[src/rtl/sram_port_arbiter.sv]
// Single-port SRAM arbiter shared by an instruction-fetch port and a MEM-stage
// load/store port. One transaction in flight at a time. Each transaction holds
// the SRAM for WAIT_CYCLES cycles and is followed by a one-cycle ready pulse.
// When both ports ask at once, the port that was not granted last wins.
//
// state  | meaning
// IDLE   | no transaction; grant a pending requester
// ACCESS | SRAM driven with latched address/data for WAIT_CYCLES cycles
// RESP   | one-cycle ready pulse to the owner, SRAM disabled
module sram_port_arbiter #(
    parameter int unsigned WAIT_CYCLES = 2
) (
    input  logic        clk,
    input  logic        rst,
    input  logic        if_req,
    input  logic [31:0] if_addr,
    output logic        if_ready,
    output logic [31:0] if_rdata,
    input  logic        mem_rd_req,
    input  logic        mem_wr_req,
    input  logic [31:0] mem_addr,
    input  logic [31:0] mem_wdata,
    output logic        mem_ready,
    output logic [31:0] mem_rdata,
    output logic        sram_en,
    output logic        sram_we,
    output logic [31:0] sram_addr,
    output logic [31:0] sram_wdata,
    input  logic [31:0] sram_rdata,
    output logic        busy
);

    typedef enum logic [1:0] {
        IDLE   = 2'd0,
        ACCESS = 2'd1,
        RESP   = 2'd2
    } state_t;

    localparam logic [3:0] CNT_LOAD = 4'(WAIT_CYCLES - 1);

    state_t      state_q, state_d;
    logic [3:0]  cnt_q, cnt_d;
    logic        owner_mem_q, owner_mem_d;
    logic        last_mem_q, last_mem_d;
    logic        is_wr_q, is_wr_d;
    logic        sram_en_q, sram_en_d;
    logic        sram_we_q, sram_we_d;
    logic [31:0] sram_addr_q, sram_addr_d;
    logic [31:0] sram_wdata_q, sram_wdata_d;
    logic        if_ready_q, if_ready_d;
    logic        mem_ready_q, mem_ready_d;
    logic [31:0] if_rdata_q, if_rdata_d;
    logic [31:0] mem_rdata_q, mem_rdata_d;
    logic        busy_q, busy_d;

    logic        mem_any;
    logic        grant_mem;

    // Next-state and next-output computation for the arbiter FSM.
    always_comb begin
        state_d      = state_q;
        cnt_d        = cnt_q;
        owner_mem_d  = owner_mem_q;
        last_mem_d   = last_mem_q;
        is_wr_d      = is_wr_q;
        sram_en_d    = sram_en_q;
        sram_we_d    = sram_we_q;
        sram_addr_d  = sram_addr_q;
        sram_wdata_d = sram_wdata_q;
        if_ready_d   = 1'b0;
        mem_ready_d  = 1'b0;
        if_rdata_d   = if_rdata_q;
        mem_rdata_d  = mem_rdata_q;
        busy_d       = busy_q;

        mem_any   = mem_rd_req | mem_wr_req;
        // MEM wins if IF is absent, or on contention when IF was granted last.
        grant_mem = mem_any & (~if_req | ~last_mem_q);

        case (state_q)
            IDLE: begin
                sram_en_d = 1'b0;
                sram_we_d = 1'b0;
                busy_d    = 1'b0;
                if (if_req || mem_any) begin
                    owner_mem_d  = grant_mem;
                    last_mem_d   = grant_mem;
                    // A simultaneous read and write request is a store.
                    is_wr_d      = grant_mem & mem_wr_req;
                    sram_addr_d  = grant_mem ? mem_addr : if_addr;
                    sram_wdata_d = grant_mem ? mem_wdata : 32'h0;
                    sram_en_d    = 1'b1;
                    sram_we_d    = grant_mem & mem_wr_req;
                    cnt_d        = CNT_LOAD;
                    busy_d       = 1'b1;
                    state_d      = ACCESS;
                end
            end
            ACCESS: begin
                if (cnt_q == 4'd0) begin
                    if (!is_wr_q) begin
                        if (owner_mem_q) mem_rdata_d = sram_rdata;
                        else             if_rdata_d  = sram_rdata;
                    end
                    mem_ready_d = owner_mem_q;
                    if_ready_d  = ~owner_mem_q;
                    sram_en_d   = 1'b0;
                    sram_we_d   = 1'b0;
                    state_d     = RESP;
                end else begin
                    cnt_d = cnt_q - 4'd1;
                end
            end
            RESP: begin
                busy_d  = 1'b0;
                state_d = IDLE;
            end
            default: begin
                state_d   = IDLE;
                sram_en_d = 1'b0;
                sram_we_d = 1'b0;
                busy_d    = 1'b0;
            end
        endcase
    end

    // State and registered outputs; synchronous active-low reset clears all.
    always_ff @(posedge clk) begin
        if (!rst) begin
            state_q      <= IDLE;
            cnt_q        <= 4'd0;
            owner_mem_q  <= 1'b0;
            last_mem_q   <= 1'b0;
            is_wr_q      <= 1'b0;
            sram_en_q    <= 1'b0;
            sram_we_q    <= 1'b0;
            sram_addr_q  <= 32'h0;
            sram_wdata_q <= 32'h0;
            if_ready_q   <= 1'b0;
            mem_ready_q  <= 1'b0;
            if_rdata_q   <= 32'h0;
            mem_rdata_q  <= 32'h0;
            busy_q       <= 1'b0;
        end else begin
            state_q      <= state_d;
            cnt_q        <= cnt_d;
            owner_mem_q  <= owner_mem_d;
            last_mem_q   <= last_mem_d;
            is_wr_q      <= is_wr_d;
            sram_en_q    <= sram_en_d;
            sram_we_q    <= sram_we_d;
            sram_addr_q  <= sram_addr_d;
            sram_wdata_q <= sram_wdata_d;
            if_ready_q   <= if_ready_d;
            mem_ready_q  <= mem_ready_d;
            if_rdata_q   <= if_rdata_d;
            mem_rdata_q  <= mem_rdata_d;
            busy_q       <= busy_d;
        end
    end

    assign if_ready   = if_ready_q;
    assign if_rdata   = if_rdata_q;
    assign mem_ready  = mem_ready_q;
    assign mem_rdata  = mem_rdata_q;
    assign sram_en    = sram_en_q;
    assign sram_we    = sram_we_q;
    assign sram_addr  = sram_addr_q;
    assign sram_wdata = sram_wdata_q;
    assign busy       = busy_q;

endmodule
[config.mk]
export PLATFORM = sky130hd
export DESIGN_NAME = sram_port_arbiter
export DESIGN_NICKNAME = d
export VERILOG_FILES = /design/src/rtl/sram_port_arbiter.sv
export SDC_FILE = /design/constraint.sdc
export NUM_CORES = 1
export LEC_CHECK = 0
export ABC_AREA = 1
export BUFFER_PORTS_ARGS = -buffer_cell sky130_fd_sc_hd__buf_2
export CAP_MARGIN = 20
export CORE_MARGIN = 3
export CORE_UTILIZATION = 30
export DETAILED_ROUTE_END_ITERATION = 12
export PLACE_DENSITY_LB_ADDON = 0.12
export SLEW_MARGIN = 20
export SYNTH_ARGS = -nofsm -noshare
export SYNTH_HDL_FRONTEND = slang
export SYNTH_SLANG_ARGS = --single-unit
[constraint.sdc]
create_clock -name clk -period 1.6 [get_ports clk]
set_input_delay 0.08 -clock clk [delete_from_list [all_inputs] [get_ports clk]]
set_output_delay 0.08 -clock clk [all_outputs]
set_load 0.01 [all_outputs]
==> reports/qor.csv <==
metric,value,unit
synth_fa_ha_area_share,0.456,%
finalSetupViolCount,0,
skew,7.24,ps
cp_slowest_stage_delay,320,ps
timing.rr.end,if_rdata[14],
clock_sinks,141,
worstHoldStart,mem_addr[2],
synthTopCellsByArea,"dfxtp_1 51%, nand2_1 14%, nor2_1 9.3%",
path_max_fanout,9,
syn_area,0.00549,mm²
syn_nets,900,
p_per_area,1230,mW/mm²
place.gp.congestion,0.754,
maxClockFrequency,0.664,GHz
die_h,141,µm
cp.arrival,1810,ps
r2r_start,cnt_q[0],
criticalPathCategory,reg -> reg,
cts-root-buf,clkbuf_16,
synth_cell_types,21,
placed_area,0.00708,mm²
wirelength,17200,µm
ys_seq_elements,141,
p_total,10800,µW
cts_tree,built,
ys_warn_count,0,
slew_headroom,71.6,%
final_nets,1265,
drive_gt1_share,29.0,%
grt_pass1_vias,5768,
overflow,0,
cp_num_buf_inv,3,
core-area,0.0176,mm²
synth_compound_area_share,9.57,%
r2r_setup_slack,90,ps
clk_pin_slew,60,ps
required,1910,ps
synth.avg_cell_area,7.18,µm²
viasPerCell,4.31,
clockBufferDepth,2,
synth-simple-area-share,28.4,%
hold_end,sram_addr[2],
die_w,141,µm
cp_cell_sequence,"inv_2, ha_2, nand4_1, nor2_8, buf_12, clkbuf_16, nand2_1, nand2_1, nor2_1",
num_rows,48,
worst_path_dominant_cell_family,simple AND/OR/NAND/NOR gates,
start_kind,flip-flop,
max-vdd-ir-drop,0.733,mV
cts-htree-levels,4,
drc,0,
dr.pass1.iters,4,
grt_pass1_wl,27300,µm
period_share,94.2,%
yosys.area.top_type_share,51.4,%
initial_core_util,31.2,%
vias,5899,
clock_latency,410,ps
drtIter0Drc,158,
hold_class,in -> reg,
boundaryPins,266,
dp_hpwl,11400,µm
cp_common_cell,nand2_1,
period_minus_slack,1510,ps
synth_top_family_by_area,simple AND/OR/NAND/NOR gates,
routedWlPerCell,12.6,µm
end_kind,flip-flop,
grt_start_max_net_pins,49,
io_buffer_count,265,
critPathSlowestCell,dfxtp_1,
syn_inst,765,
power_leakage,0.00454,µW
worstHoldPathCells,3,
reg2reg_depth,9,
status,completed,
hold_viol,0,
max_cap_violations,0,
synth_top_cell_by_area,dfxtp_1,
ant_nets,0,
fp.dieArea,0.0200,mm²
slew_viol_final,0,
antenna_found_initial,1,
worstMarginPinSlew,427,ps
ys_seq_area_share,51.4,%
numCtsBuffers,17,
synthMuxAreaShare,0,%
final_area,0.00882,mm²
synth_xor_area_share,0,%
areaGrowthSynthToFinish,60.7,%
final_util,50.1,%
track_usage,16.7,%
==> placed cells by master (no fill, tap or decap), types with 2 or more instances in the layout <==
cell type,Yosys,layout
buf_2,19,265
nand2_1,207,207
dfxtp_1,141,141
nor2_1,136,136
dlygate4sd3_1,0,103
o21ai_0,87,85
inv_1,77,75
nand3_1,39,39
clkbuf_16,0,19
o21ai_1,14,15
buf_12,0,9
buf_4,5,8
inv_2,4,6
a21oi_1,4,4
clkinvlp_4,0,4
nor2_2,4,3
nor3_1,3,3
bufinv_16,0,3
nand2_2,2,2
inv_6,0,2
clkinv_2,0,2
clkinv_4,0,2
buf_6,6,2
==> synthesized netlist by cell type <==
master    instances
nand2_2           2
nand3_1          39
a21oi_1           4
buf_4             5
inv_2             4
clkbuf_1         11
nor3_1            3
inv_1            77
nor2_8            1
nor2_2            4
nand2_1         207
buf_2            19
ha_1              2
nand4_1           1
nor2_1          136
buf_1             1
dfxtp_1         141
o21ai_0          87
o21ai_1          14
buf_6             6
clkbuf_2          1
==> layout make-up <==
type / count / area, µm²
fillers: 1767 / 8780
flip-flops and latches: 141 / 2820
repair buffers: 389 / 2670
multi-input cells: 500 / 2130
clock buffers: 19 / 443
inverters: 81 / 304
well taps: 225 / 282
clock inverters: 13 / 165
diodes: 1 / 2.50
==> worst min-delay path, delay by kind of cell <==
kind	cells	cell delay [ps]
buffers and inverters	1	70
AO/OA/AOI/OAI	2	230
==> timing repair <==
| item | 4_1_cts | 5_1_grt |
|---|---|---|
| gates resized for setup | 0 | 6 |
| setup endpoints to repair | 0 | 11 |
| hold buffers | 103 | 0 |
| hold endpoints to repair | 125 | 0 |
| setup buffers | 0 | 3 |
==> metal layers <==
| metal | GRT usage, % | part of all wire (%) | wire, µm |
|---|---|---|---|
| met1 | 19.9 | 43 | 7500 |
| met2 | 27.5 | 46 | 7950 |
| met3 | 5.26 | 7.2 | 1250 |
| met4 | 7.34 | 3.2 | 549 |
| met5 | 0 | 0 | 0 |
==> logic make-up after synthesis <==
logic type,count (synthesis)
simple gates,393
flops,141
buf+inv,124
compound gates,105
fa+ha+maj,2
==> worst max path at each step <==
stage | startpoint | end | slack [ps] | depth (start not counted)
6_report | cnt_q[0] | if_rdata[14] | 90 | 9
4_1_cts | last_mem_q | sram_addr[14] | 60 | 6
5_1_grt | cnt_q[0] | if_rdata[16] | -10 | 9
3_3_place_gp | cnt_q[0] | if_rdata[29] | 160 | 8
2_1_floorplan | cnt_q[0] | if_rdata[23] | 250 | 8
3_5_place_dp | cnt_q[0] | if_rdata[26] | 140 | 8
==> report_power, final <==
group / total [µW] / internal (µW) / switching, µW / leakage (µW)
Sequential: 4240 / 4000 / 243 / 0.00116
Combinational: 2550 / 1140 / 1400 / 0.00310
Clock: 4040 / 2500 / 1540 / 0.000286
Total: 10800 / 7640 / 3190 / 0.00454
==> state kept, by name (all words and copies together), names as in the netlist, 2 cells and up <==
| signal | cells |
|---|---|
| sram_addr | 32 |
| state_q | 2 |
| cnt_q | 4 |
| if_rdata | 32 |
| mem_rdata | 32 |
| sram_wdata | 32 |
==> per-stage QoR <==
| step | hold WS, ps | instances | setup TNS [ps] | worst slack (ps) |
|---|---|---|---|---|
| floorplan | 221 | 765 | 0 | 252 |
| global placement | 306 | 1227 | 0 | 165 |
| detailed placement | 311 | 1227 | 0 | 144 |
| CTS | 1.41 | 1362 | 0 | 62.0 |
| global route | 28.0 | 1369 | -67.8 | -13.2 |
| finish | 0.368 | 1369 | 0 | 93.3 |
Power figures use the tool's default switching activity.
